[config.mk]
export PLATFORM = sky130hd
export DESIGN_NAME = id_ex_ctrl
export DESIGN_NICKNAME = d
export VERILOG_FILES = /design/src/rtl/id_ex_ctrl.sv
export SDC_FILE = /design/constraint.sdc
export NUM_CORES = 1
export LEC_CHECK = 0
export CAP_MARGIN = 20
export CORE_UTILIZATION = 45
export CTS_BUF_LIST = sky130_fd_sc_hd__clkbuf_16
export CTS_CLUSTER_SIZE = 25
export DETAILED_ROUTE_END_ITERATION = 10
export PLACE_DENSITY = 0.84
export SETUP_SLACK_MARGIN = 0.15
export SLEW_MARGIN = 20
export SYNTH_ARGS = -nofsm -noshare
export SYNTH_HDL_FRONTEND = slang
export SYNTH_SLANG_ARGS = --single-unit
[constraint.sdc]
create_clock -name clk -period 4.6 [get_ports clk]
set_clock_uncertainty 0.15 [all_clocks]
set_input_delay 0.69 -clock clk [delete_from_list [all_inputs] [get_ports clk]]
set_output_delay 0.69 -clock clk [all_outputs]
set_load 0.05 [all_outputs]
[src/rtl/id_ex_ctrl.sv]
// id_ex_ctrl: RV32I decode-stage control generator and ID/EX pipeline register
// Ports: clk, rst (async, active-high); id_valid/id_ready/id_inst/id_pc from the decode stage;
// flush kills the EX entry and the ID transfer; ex_ready/ex_valid handshake with EX;
// ex_* are the registered control fields and sign-extended immediate; stall_cnt is a
// saturating count of load-use stall cycles.
// Optional: define CTRL_MULDIV_EN to decode OP with funct7=0000001 as MULDIV (alu_op 6).
module id_ex_ctrl #(
    parameter int XLEN  = 32,
    parameter int CNT_W = 16
) (
    input  logic             clk,
    input  logic             rst,
    input  logic             id_valid,
    output logic             id_ready,
    input  logic [31:0]      id_inst,
    input  logic [XLEN-1:0]  id_pc,
    input  logic             flush,
    input  logic             ex_ready,
    output logic             ex_valid,
    output logic [XLEN-1:0]  ex_pc,
    output logic [XLEN-1:0]  ex_imm,
    output logic [2:0]       ex_alu_op,
    output logic [1:0]       ex_branch,
    output logic             ex_alu_src,
    output logic             ex_pc_to_reg_src,
    output logic             ex_rd_src,
    output logic             ex_mem_to_reg,
    output logic             ex_mem_read,
    output logic             ex_mem_write,
    output logic             ex_reg_write,
    output logic [2:0]       ex_funct3,
    output logic             ex_funct7b5,
    output logic [4:0]       ex_rs1,
    output logic [4:0]       ex_rs2,
    output logic [4:0]       ex_rd,
    output logic             ex_illegal,
    output logic [CNT_W-1:0] stall_cnt
);
    localparam logic [6:0] OP_R      = 7'b0110011;
    localparam logic [6:0] OP_I      = 7'b0010011;
    localparam logic [6:0] OP_LOAD   = 7'b0000011;
    localparam logic [6:0] OP_STORE  = 7'b0100011;
    localparam logic [6:0] OP_BRANCH = 7'b1100011;
    localparam logic [6:0] OP_JAL    = 7'b1101111;
    localparam logic [6:0] OP_JALR   = 7'b1100111;
    localparam logic [6:0] OP_LUI    = 7'b0110111;
    localparam logic [6:0] OP_AUIPC  = 7'b0010111;
    localparam logic [6:0] OP_FENCE  = 7'b0001111;
    localparam logic [6:0] OP_SYSTEM = 7'b1110011;

    typedef enum logic [2:0] {IMM_NONE, IMM_I, IMM_S, IMM_B, IMM_J, IMM_U} imm_t;

    logic [6:0]        opc;
    logic [4:0]        rs1, rs2, rd;
    imm_t              imm_sel;
    logic [2:0]        alu_op;
    logic [1:0]        branch;
    logic              alu_src, pc_to_reg_src, rd_src, mem_to_reg, mem_read, mem_write;
    logic              reg_write, illegal, uses_rs2, load_use;
    logic signed [31:0] imm32;
    logic              rw_q, mr_q, mw_q;

    assign opc = id_inst[6:0];
    assign rd  = id_inst[11:7];
    assign rs1 = id_inst[19:15];
    assign rs2 = id_inst[24:20];

    always_comb begin
        imm_sel       = IMM_NONE;
        alu_op        = 3'd0;
        branch        = 2'b00;
        alu_src       = 1'b0;
        pc_to_reg_src = 1'b0;
        rd_src        = 1'b0;
        mem_to_reg    = 1'b0;
        mem_read      = 1'b0;
        mem_write     = 1'b0;
        reg_write     = 1'b0;
        illegal       = 1'b0;
        uses_rs2      = 1'b0;
        case (opc)
            OP_R: begin
                alu_src  = 1'b1;
                uses_rs2 = 1'b1;
                if (id_inst[31:25] == 7'b0000001) begin
`ifdef CTRL_MULDIV_EN
                    alu_op    = 3'd6;
                    reg_write = 1'b1;
`else
                    illegal = 1'b1;
`endif
                end else begin
                    reg_write = 1'b1;
                end
            end
            OP_I: begin
                imm_sel   = IMM_I;
                alu_op    = 3'd1;
                reg_write = 1'b1;
            end
            OP_LOAD: begin
                imm_sel    = IMM_I;
                alu_op     = 3'd2;
                mem_read   = 1'b1;
                mem_to_reg = 1'b1;
                reg_write  = 1'b1;
            end
            OP_STORE: begin
                imm_sel   = IMM_S;
                alu_op    = 3'd2;
                mem_write = 1'b1;
                uses_rs2  = 1'b1;
            end
            OP_BRANCH: begin
                imm_sel  = IMM_B;
                alu_op   = 3'd3;
                branch   = 2'b01;
                alu_src  = 1'b1;
                uses_rs2 = 1'b1;
            end
            OP_JAL: begin
                imm_sel   = IMM_J;
                alu_op    = 3'd5;
                branch    = 2'b11;
                rd_src    = 1'b1;
                reg_write = 1'b1;
            end
            OP_JALR: begin
                imm_sel   = IMM_I;
                alu_op    = 3'd5;
                branch    = 2'b10;
                rd_src    = 1'b1;
                reg_write = 1'b1;
            end
            OP_LUI: begin
                imm_sel   = IMM_U;
                alu_op    = 3'd4;
                reg_write = 1'b1;
            end
            OP_AUIPC: begin
                imm_sel       = IMM_U;
                alu_op        = 3'd2;
                pc_to_reg_src = 1'b1;
                reg_write     = 1'b1;
            end
            OP_FENCE, OP_SYSTEM: ;
            default: illegal = 1'b1;
        endcase
    end

    always_comb begin
        case (imm_sel)
            IMM_I:   imm32 = {{20{id_inst[31]}}, id_inst[31:20]};
            IMM_S:   imm32 = {{20{id_inst[31]}}, id_inst[31:25], id_inst[11:7]};
            IMM_B:   imm32 = {{19{id_inst[31]}}, id_inst[31], id_inst[7], id_inst[30:25], id_inst[11:8], 1'b0};
            IMM_J:   imm32 = {{11{id_inst[31]}}, id_inst[31], id_inst[19:12], id_inst[20], id_inst[30:21], 1'b0};
            IMM_U:   imm32 = {id_inst[31:12], 12'b0};
            default: imm32 = '0;
        endcase
    end

    // The hazard is evaluated against the raw ID word even without id_valid, so id_ready
    // already reflects the stall when the instruction shows up.
    assign load_use = ex_valid && mr_q && ex_rd != 5'd0 &&
                      (ex_rd == rs1 || (ex_rd == rs2 && uses_rs2));
    assign id_ready = (!ex_valid || ex_ready) && !load_use && !flush;

    assign ex_reg_write = ex_valid && rw_q;
    assign ex_mem_read  = ex_valid && mr_q;
    assign ex_mem_write = ex_valid && mw_q;

    always_ff @(posedge clk or posedge rst) begin
        if (rst) begin
            ex_valid         <= 1'b0;
            ex_pc            <= '0;
            ex_imm           <= '0;
            ex_alu_op        <= '0;
            ex_branch        <= '0;
            ex_alu_src       <= 1'b0;
            ex_pc_to_reg_src <= 1'b0;
            ex_rd_src        <= 1'b0;
            ex_mem_to_reg    <= 1'b0;
            mr_q             <= 1'b0;
            mw_q             <= 1'b0;
            rw_q             <= 1'b0;
            ex_funct3        <= '0;
            ex_funct7b5      <= 1'b0;
            ex_rs1           <= '0;
            ex_rs2           <= '0;
            ex_rd            <= '0;
            ex_illegal       <= 1'b0;
            stall_cnt        <= '0;
        end else begin
            if (flush) begin
                ex_valid <= 1'b0;
            end else if (id_valid && id_ready) begin
                ex_valid         <= 1'b1;
                ex_pc            <= id_pc;
                ex_imm           <= XLEN'(imm32);
                ex_alu_op        <= alu_op;
                ex_branch        <= branch;
                ex_alu_src       <= alu_src;
                ex_pc_to_reg_src <= pc_to_reg_src;
                ex_rd_src        <= rd_src;
                ex_mem_to_reg    <= mem_to_reg;
                mr_q             <= mem_read;
                mw_q             <= mem_write;
                rw_q             <= reg_write && rd != 5'd0;
                ex_funct3        <= id_inst[14:12];
                ex_funct7b5      <= id_inst[30];
                ex_rs1           <= rs1;
                ex_rs2           <= rs2;
                ex_rd            <= rd;
                ex_illegal       <= illegal;
            end else if (ex_ready) begin
                ex_valid <= 1'b0;
            end
            if (id_valid && load_use && !flush && stall_cnt != '1)
                stall_cnt <= stall_cnt + CNT_W'(1);
        end
    end
endmodule

After elaboration in Yosys (flattened, before gate mapping)
Index checks and enable logic that the tools add are counted.

Flip-flop bits (word level): 112. Output and inout bits: 114. Logic and storage cells: 87.

Add/subtract/negate cells: 1. Eq/ne operators: 20. Mux-type cells: 17. Bitwise operators: 1. Reduce and logical (&&, ||, !) cells: 30.

Operators by type and width (count): one-hot mux 32 bit (5 select lines) (1); one-hot mux 3 bit (5 select lines) (2); equality test 7 bit, second input constant (4); equality test 7 x 6 -> 1 bit, second input constant (3); adder 16 x 1 -> 16 bit, second input constant (1); != test 16 bit, second input constant (1); equality test 7 x 5 -> 1 bit, second input constant (2); logical AND 1 bit (13); 2-to-1 mux 1 bit (11); equality test 5 bit (2); nonzero test 5 bit (2); OR reduction 10 bit (1); OR reduction 3 bit (3); equality test 7 x 1 -> 1 bit, second input constant (1); equality test 7 x 2 -> 1 bit, second input constant (1); equality test 7 x 4 -> 1 bit, second input constant (1); equality test 3 x 2 -> 1 bit, second input constant (2); equality test 3 bit, second input constant (2); one-hot mux 2 bit (3 select lines) (1); OR reduction 2 bit (3); OR reduction 6 bit (1); one-hot mux 1 bit (2 select lines) (2); equality test 3 x 1 -> 1 bit, second input constant (1); logical NOT 1 bit (3); 4 further kinds (5).

Depth between registers and ports, before layout
Gate-level depths: netlist of the first run.

Depth in word-level cells: 12. Mapped depth: 9.

Least setup slack after synthesis of the first run
No wires, ideal clock.

Path kind: reg-to-output. Start: register ex_rd[1]. End: output id_ready. Arrival: 2.685 ns. Required time: 3.760 ns. Setup slack: 1.075 ns. Stages on the path, launching flop included: 6. Path buffers: 1. Path through: dfrtp_1 or4_1 o21a_1 o21a_1 buf_6 nor3_1.

Word-level cells in the longest chain between the ends: 7. Elaborated cells between the ends (all ways): 10. Classes of those cells: 2 x eq/ne; 8 x reduce/logical.

Ends and longest elaborated chain: start: declaration (RTL line 35) `output logic [4:0] ex_rd,`; start signal: assignment (RTL line 213) `ex_rd <= rd;`; equality test 5 bit (RTL line 165) `(ex_rd == rs1 || (ex_rd == rs2 && uses_rs2));`; logical AND 1 bit (RTL line 165); logical OR 1 bit (RTL line 165); logical AND 1 bit (*) (RTL line 164) `assign load_use = ex_valid && mr_q && ex_rd != 5'd0 &&`; logical NOT 1 bit (*) (RTL line 166) `assign id_ready = (!ex_valid || ex_ready) && !load_use && !flush;`; logical AND 1 bit (*) (2 in series) (RTL line 166); end: declaration (RTL line 14) `output logic id_ready,`.

Mark *: on every way between the ends. The rest lies on a longest branch, timed or not.

Worst setup path after layout of the first run
Start: input id_inst[2]. End: register ex_rs2[4].

Word-level cells in the longest chain between the ends: 11. Elaborated cells between the ends (all ways): 13. Classes of those cells: 3 x eq/ne; 1 x mux; 9 x reduce/logical.

Ends and longest elaborated chain: start: declaration (RTL line 15) `input logic [31:0] id_inst,`; equality test 7 x 6 -> 1 bit / equality test 7 bit (equally long branches) (RTL line 81) `case (opc)`; OR reduction 3 bit (no source line) (*); 2-to-1 mux 1 bit (*) (RTL line 81); logical AND 1 bit (*) (RTL line 165); logical OR 1 bit (*) (RTL line 165); logical AND 1 bit (*) (RTL line 164); logical NOT 1 bit (*) (RTL line 166); logical AND 1 bit (*) (2 in series) (RTL line 166); logical AND 1 bit (*) (RTL line 196) `end else if (id_valid && id_ready) begin`; AND reduction 2 bit (no source line) (*); end signal: assignment (RTL line 212) `ex_rs2 <= rs2;`; end: declaration (RTL line 34) `output logic [4:0] ex_rs2,`.

Marked as above. A chain may end at the register's enable or synchronous reset.

==> qor.yml, run 1 <==
status: "completed"
slew_viol_final: 0
syn_area_sq_um: 5160
setup_tns_ps: 0
fmax_ghz: 0.269
power.share.combinational_pct: 33.7
synth_cell_type_count: 52
fp-row-count: 38
die_y_um: 109
worst-setup-path-type: "in -> reg"
postSynth.asyncResetShare_pct: 100
dr.pass1.iters: 4
ff2ff_setup_slack_ps: 1410
switchingPower_mw: 1.02
rsz0062_at_grt: "false"
worst_slew_pin_slew_ps: 914
htree_num_levels: 3
post-route-period-util_pct: 80.9
p_int_mw: 1.90
peakVddDrop_v: 0.000270
cp-start-kind: "input pin"
ctsResizeCount: 0
arrival_ps: 3800
grtUsageTotal_pct: 24.1
seqPwrFrac_pct: 40.4
layout_commonest_cell: "clkdlybuf4s50_1"
synthFlopType: "dfrtp_1"
antenna_found_initial: 0
grt-ovfl-total: 0
swShare_pct: 34.9
grt_pass1_wl_um: 21400
critPathLaunch: "id_inst[2]"
final_core_util_pct: 66.7
nets: 659
die_area_sq_um: 11900
dp_cells: 718
cts_tree: "done"
start_util_pct: 47.0
vias: 4070
yosysWarnings: 0
layout_common_cells: "181 x clkdlybuf4s50_1, 112 x dfrtp_1, 33 x nand2_1"
io_pins: 183
instances_no_fill: 734
clk_path_buf_depth: 2
period_minus_slack_ps: 3720
grt_max_degree: 86
gp_congestion: 0.861
cts_setup_buffers: 0
setup_viol: 0
hold_violations: 0
dp_hpwl_um: 10000
fin_ws_ps: 877
final_layout_size_suffix_gt1_share_pct: 14.5
maxSlewHeadroom_pct: 38.8
ant_nets: 0
clock-root-buffer: "clkbuf_16"
pwr-share-clk_pct: 25.9
reg2reg_from: "ex_rd[2]"
reg2reg_depth: 5
post_drt_wl_per_cell_um: 18.8
holdBufCountCts: 0
area_delta_synth_final_pct: 42.0
cts-buffers-inserted: 9
yosysSeqAreaShare_pct: 54.3
endpoint: "ex_rs2[4]"
cap_viol_max_count: 0
cp_max_fo: 20
crit_required_ps: 4680
synth_cells: 412
p_leak_nw: 3.12
power_mw: 2.91
via_per_inst: 5.54
clk_latency_ps: 340
ys_ff_latch: 112
endpoint_kind: "register"
pre_cts_slack_ps: 584
postSynthAreaPerCell_sq_um: 12.5
clock-sinks: 112
synth_nets: 482
hold_class: "reg -> reg"
clk_pin_slew_worst_paths_ps: 70
p_per_area_nw_per_um2: 397
wl_um: 13800
reg2reg_to: "ex_rs2[4]"
die_x_um: 109
grt_pass1_vias: 4167
drc: 0
synth_edf_count: 0
drt_iter0_markers: 333
core-area_sq_um: 11000
portBuffers: 182
insertedDiodeCount: 0
## sequential cells by signal, summed over array words and instances, names as in the netlist, 2 cells and up
name       cells
ex_alu_op      3
ex_branch      2
ex_funct3      3
ex_imm        32
ex_pc         32
ex_rd          5
ex_rs1         5
ex_rs2         5
stall_cnt     16
## worst max-delay path: stages
cell	delay, ps
clkdlybuf4s50_1	750
nor2_4	90
and3_1	240
o2111a_2	180
o21ai_1	630
nand2_1	730
mux2_2	490
## cells by family (layout without fill, tap and decap cells)
group	Yosys count	count (layout)	share of synthesized area, %
xor+xnor	23	23	3.90
compound gates	73	73	11.0
buf+inv	27	209	3.73
flops	112	112	54.3
mux	60	60	15.1
simple gates	116	116	11.8
fa+ha+maj	1	1	0.242
## per-layer routing
| metal | vias to the layer above | share of wire [%] | track usage (%) | routed length, um |
|---|---|---|---|---|
| li1 | 1858 | - | - | - |
| met5 | - | 0 | 0 | 0 |
| met4 | 0 | 2.0 | 9.56 | 279 |
| met3 | 23 | 8.2 | 6.99 | 1130 |
| met2 | 169 | 49 | 39.2 | 6680 |
| met1 | 2020 | 41 | 30.0 | 5680 |
## layout make-up
type                            instances  area (sq um)
Fill cell                             840          3650
Sequential cell                       112          2800
Multi-Input combinational cell        273          2170
Timing Repair Buffer                  189          1880
Clock buffer                            9           225
Tap cell                              140           175
Clock inverter                          7          55.1
Inverter                                4          20.0
## worst min path at each step
stage	start	end	slack [ps]	cells after the start
after global placement	mw_q	mw_q	320	1
after detailed placement	mw_q	mw_q	340	1
after CTS	ex_pc[6]	ex_pc[6]	360	1
after floorplan	mw_q	mw_q	310	1
after global routing	ex_illegal	ex_illegal	370	1
final	ex_pc[6]	ex_pc[6]	360	1
## synthesized netlist by cell type (all sizes together) (3+ instances only)
master | count | share of area, %
mux2 | 60 | 15
xor2 | 19 | 3.2
nor4 | 9 | 1.1
nor3 | 13 | 1.4
inv | 4 | 0.29
nand2 | 33 | 2.4
nand2b | 6 | 0.73
a221oi | 4 | 0.68
a22o | 7 | 1.2
o21ai | 7 | 0.68
xnor2 | 4 | 0.68
clkbuf | 8 | 0.58
o31ai | 3 | 0.44
nand4 | 5 | 0.61
o22ai | 3 | 0.36
a2bb2oi | 23 | 3.9
nor2 | 19 | 1.8
a21oi | 8 | 0.78
nand3 | 9 | 0.87
nor2b | 5 | 0.61
and3 | 7 | 0.85
and2 | 4 | 0.48
dfrtp | 112 | 54
buf | 15 | 2.9
a32o | 3 | 0.58
## stage by stage
stage	cell area, sq um	hold slack, ps
3_3_place_gp	7050	325
2_1_floorplan	5160	308
6_report	7330	358
4_1_cts	7330	360
3_5_place_dp	7050	337
5_1_grt	7330	367
## power groups by stage
stage	clock [mW]	combinational (mW)	sequential, mW
5_1_grt	0.805	1.02	1.19
4_1_cts	0.769	0.986	1.18
2_1_floorplan	0	0.227	1.59
6_report	0.755	0.980	1.18
3_5_place_dp	0	0.983	1.19
3_3_place_gp	0	0.971	1.19
Power figures use the tool's default switching activity.
==> run 2: changes to the inputs <==
- clock period: 4.6 -> 3.73 ns (I/O delays scaled with it)
==> run 2 against run 1 <==
Sequential power increased by 24%. Die area unchanged. Worst setup slack lost 410 ps. Final cell count is 2.3% higher. Clock power up 34%. First-iteration DRC count is 14% higher. Hold slack worse by 15 ps. Register-to-register slack got worse by 780 ps. Global-route usage up 0.63 points. Critical endpoint is now id_ready. Largest cell class unchanged.
==> qor.yml, run 2 (synthesis gave the netlist of run 1 again) <==
clk_latency_ps: 340
start_util_pct: 47.0
post_drt_wl_per_cell_um: 18.7
rsz0062_at_grt: "false"
holdBufCountCts: 0
die_y_um: 109
instances_no_fill: 751
slew_viol_final: 0
cts_tree: "done"
critPathLaunch: "id_inst[24]"
ant_nets: 0
drc: 0
worst_slew_pin_slew_ps: 945
antenna_found_initial: 0
crit_required_ps: 3020
peakVddDrop_v: 0.000384
cap_viol_max_count: 0
setup_tns_ps: 0
p_leak_nw: 3.21
fin_ws_ps: 469
cts-buffers-inserted: 9
endpoint_kind: "primary output"
core-area_sq_um: 11000
die_x_um: 109
reg2reg_depth: 7
post-route-period-util_pct: 87.4
grtUsageTotal_pct: 24.7
worst-setup-path-type: "in -> out"
grt_max_degree: 76
cts_setup_buffers: 0
grt_pass1_vias: 4250
via_per_inst: 5.61
htree_num_levels: 3
io_pins: 183
critPathSlowestCell: "clkdlybuf4s50_1"
clk_pin_slew_worst_paths_ps: 70
pre_cts_slack_ps: -32.3
slowest_delay_ps: 460
multiInputGateArea_sq_um: 2170
nets: 677
grt-ovfl-total: 0
cp_max_fo: 8
arrival_ps: 2550
status: "completed"
wl_um: 14000
hold_class: "reg -> reg"
crit_chain: "clkdlybuf4s50_1, xor2_1, nor4_1, o2111a_2, o21a_1, buf_4, nor3_1, buf_12"
insertedDiodeCount: 0
ff2ff_setup_slack_ps: 630
reg_top3: "ex_imm x32, ex_pc x32, stall_cnt x16"
hold_depth: 1
power_mw: 3.69
seq_area_sq_um: 2800
maxSlewHeadroom_pct: 36.8
dp_hpwl_um: 10300
hold_violations: 0
vias: 4211
p_per_area_nw_per_um2: 491
clk_path_buf_depth: 2
cp-start-kind: "input pin"
layout_common_cells: "181 x clkdlybuf4s50_1, 112 x dfrtp_1, 33 x nand2_1"
die_area_sq_um: 11900
hold_end: "stall_cnt[12]"
portBuffers: 182
period_minus_slack_ps: 3260
dp_cells: 735
dr.pass1.iters: 5
reg2reg_from: "ex_rd[1]"
clock-root-buffer: "clkbuf_16"
fmax_ghz: 0.307
reg2reg_to: "ex_rs2[3]"
fillCellCount: 795
gp_congestion: 0.879
grt_pass1_wl_um: 22100
fp-row-count: 38
min_from: "stall_cnt[12]"
drt_iter0_markers: 381
final_layout_size_suffix_gt1_share_pct: 17.5
layout_commonest_cell: "clkdlybuf4s50_1"
clock-sinks: 112
area_delta_synth_final_pct: 45.7
setup_viol: 0
==> run 2: cell types whose count changed in the layout (fill, tap and decap cells not counted), moves of 2 or more <==
cell	change
inv_1	-2
clkinvlp_4	+2
buf_12	+2
buf_4	+16
==> run 2: worst max-delay path: cells and delay by family <==
kind	cells	cell delay, ps
buffers and inverters	3	830
AND/OR/NAND/NOR	2	470
AO/OA/AOI/OAI	2	500
XOR/XNOR	1	180
==> run 2: area by class of cell <==
type,instances,area share [%]
multi-input combinational,273,28.8
sequential,112,37.3
tap,140,2.33
inverter,4,0.250
clock inverter,6,1.13
clock buffer,9,2.99
timing repair buffer,207,27.2
==> run 2: per-stage QoR <==
step / hold slack, ps / area, sq um / utilization (%)
after floorplan: 308 / 5160 / -
after global routing: 360 / 7520 / 68.5
after CTS: 342 / 7500 / 68.3
final: 344 / 7520 / 68.5
after global placement: 325 / 7190 / 65.4
after detailed placement: 328 / 7190 / 65.4
==> run 2: worst max path at each step <==
stage | to
final | id_ready
after global placement | ex_rs2[1]
after detailed placement | ex_imm[5]
after global routing | id_ready
after CTS | ex_imm[5]
after floorplan | id_ready
==> run 2: power by group <==
group / leakage, nW / switching [mW] / internal (mW)
Combinational: 1.67 / 0.739 / 0.486
Clock: 0.149 / 0.432 / 0.583
Sequential: 1.39 / 0.0999 / 1.36
Total: 3.21 / 1.27 / 2.42
==> run 2: routing by layer <==
metal	track usage, %	part of all wire (%)	vias to the layer above
li1	-	-	1884
met1	31.9	41	2088
met2	38.9	49	217
met3	7.53	9.1	22
met4	9.17	1.5	0
met5	0	0	-
==> run 2: timing repair <==
action,CTS,global route
endpoints found under the setup margin,0,6
endpoints found under the hold margin,0,0
resized for setup,0,1
==> run 3: changes to the inputs <==
- CTS_CLUSTER_DIAMETER: unset -> 40
- DONT_BUFFER_PORTS: unset -> 1
- PLACE_DENSITY: 0.84 -> 0.64
==> run 3 against run 2 <==
Hold slack worse by 180 ps. Register-to-register slack improved by 60 ps. Final cell count decreased by 26%. Cell area is 25% lower.
==> qor.yml, run 3 (synthesis gave the netlist of run 1 again) <==
period_minus_slack_ps: 3290
critPathTopFamily: "compound AO/OA/AOI/OAI gates"
ant_nets: 0
postPlaceCellArea_sq_um: 5300
antenna_found_initial: 0
io_pins: 183
die_area_sq_um: 11900
clock-root-buffer: "clkbuf_16"
dr.pass1.iters: 4
maxSlewHeadroom_pct: 36.5
final_cell_area_sq_um: 5610
cap_viol_max_count: 0
slowest_delay_ps: 550
endpoint_kind: "primary output"
crit_chain: "xor2_1, nor4_1, o2111a_2, o21a_1, nor3_2, buf_4"
grt_pass1_vias: 3334
clk_path_buf_depth: 2
slew_viol_final: 0
rsz0062_at_grt: "false"
hold_violations: 0
grt-ovfl-total: 0
grt_pass1_wl_um: 18500
gp_congestion: 0.846
die_x_um: 109
cts_tree: "done"
cp_num_buf_inv: 1
area_delta_synth_final_pct: 8.75
final_layout_size_suffix_gt1_share_pct: 23.2
grtUsageTotal_pct: 21.1
post-route-period-util_pct: 88.2
worst-setup-path-type: "reg -> out"
insertedDiodeCount: 0
cts_setup_buffers: 0
peakVddDrop_v: 0.000459
start_util_pct: 47.0
ff2ff_setup_slack_ps: 690
cp_max_fo: 9
worst_slew_pin_slew_ps: 949
layout_common_cells: "110 x dfrtp_1, 33 x nand2_1, 32 x mux2_2"
portBuffers: 0
core-area_sq_um: 11000
cp-start-kind: "register"
clock-sinks: 112
wl_um: 12300
crit_required_ps: 3020
arrival_ps: 2580
setup_tns_ps: 0
clk_pin_slew_worst_paths_ps: 80
layout_commonest_cell: "dfrtp_1"
hold_class: "in -> reg"
via_per_inst: 6.12
fmax_ghz: 0.304
die_y_um: 109
drc: 0
reg_top3: "ex_imm x32, ex_pc x32, stall_cnt x16"
clk_latency_ps: 360
dp_hpwl_um: 8980
critPathSlowestCell: "dfrtp_2"
p_leak_nw: 2.46
nets: 484
drt_iter0_markers: 200
post_drt_wl_per_cell_um: 22.1
setup_viol: 0
vias: 3422
htree_num_levels: 3
p_per_area_nw_per_um2: 574
grt_max_degree: 69
cts-buffers-inserted: 9
status: "completed"
fp-row-count: 38
[run 3: cell types whose count changed in the layout (fill, tap and decap cells not counted), moves of 2 or more]
cell	previous run	this run
dfrtp_2	0	2
clkdlybuf4s50_1	181	0
inv_8	0	2
buf_4	23	9
bufinv_16	2	0
dfrtp_1	112	110
inv_6	0	2
[run 3: path summary, 6_finish.rpt]
| check | cells past startpoint | to | from |
|---|---|---|---|
| max | 6 | id_ready | ex_rd[2] |
| min | 1 | ex_valid | flush |
| max reg2reg | 6 | rw_q | ex_rd[2] |
| min reg2reg | 1 | mw_q | mw_q |
| max in group asynchronous | 4 | ex_rd[2] | rst |
| min in group asynchronous | 2 | ex_pc[25] | rst |
[run 3: stage by stage]
step	std cells	util, %	total power, mW	setup slack [ps]	hold slack (ps)
global placement	541	48.2	2.31	636	369
finish	559	51.1	3.22	440	164
floorplan	412	-	2.24	335	308
CTS	557	50.8	3.26	270	149
global route	559	51.1	3.36	275	159
detailed placement	541	48.2	2.32	580	377
[run 3: layout make-up]
class	instances	area (sq um)
flip-flops and latches	112	2810
inverters	4	18.8
repair buffers	14	158
clock inverters	7	60.1
well taps	140	175
multi-input cells	273	2170
fillers	943	5370
clock buffers	9	225
[run 3: metal layers]
layer	global-route usage, %	up-vias	wire [um]
li1	-	1511	-
met1	25.3	1729	4850
met2	34.1	168	6000
met3	9.44	14	1320
met4	5.89	0	164
met5	0	-	0
[run 3: what timing repair did]
item / CTS / global route
hold buffers: 0 / 1
setup endpoints to repair: 0 / 1
resized for setup: 0 / 2
hold endpoints to repair: 0 / 17
[run 3: worst register-to-register path, stage by stage, from the launching register on]
cell     delay, ps
dfrtp_2        550
or4_1          580
o21a_1         220
o21a_1         280
nor2_8         520
buf_12         280
mux2_2         360
[run 3: where the power goes]
group | total [mW] | switching, mW | internal (mW) | leakage, nW
clock network | 0.925 | 0.459 | 0.466 | 0.138
registers | 1.95 | 0.603 | 1.35 | 1.39
logic | 0.350 | 0.157 | 0.193 | 0.926
total | 3.22 | 1.22 | 2.01 | 2.46
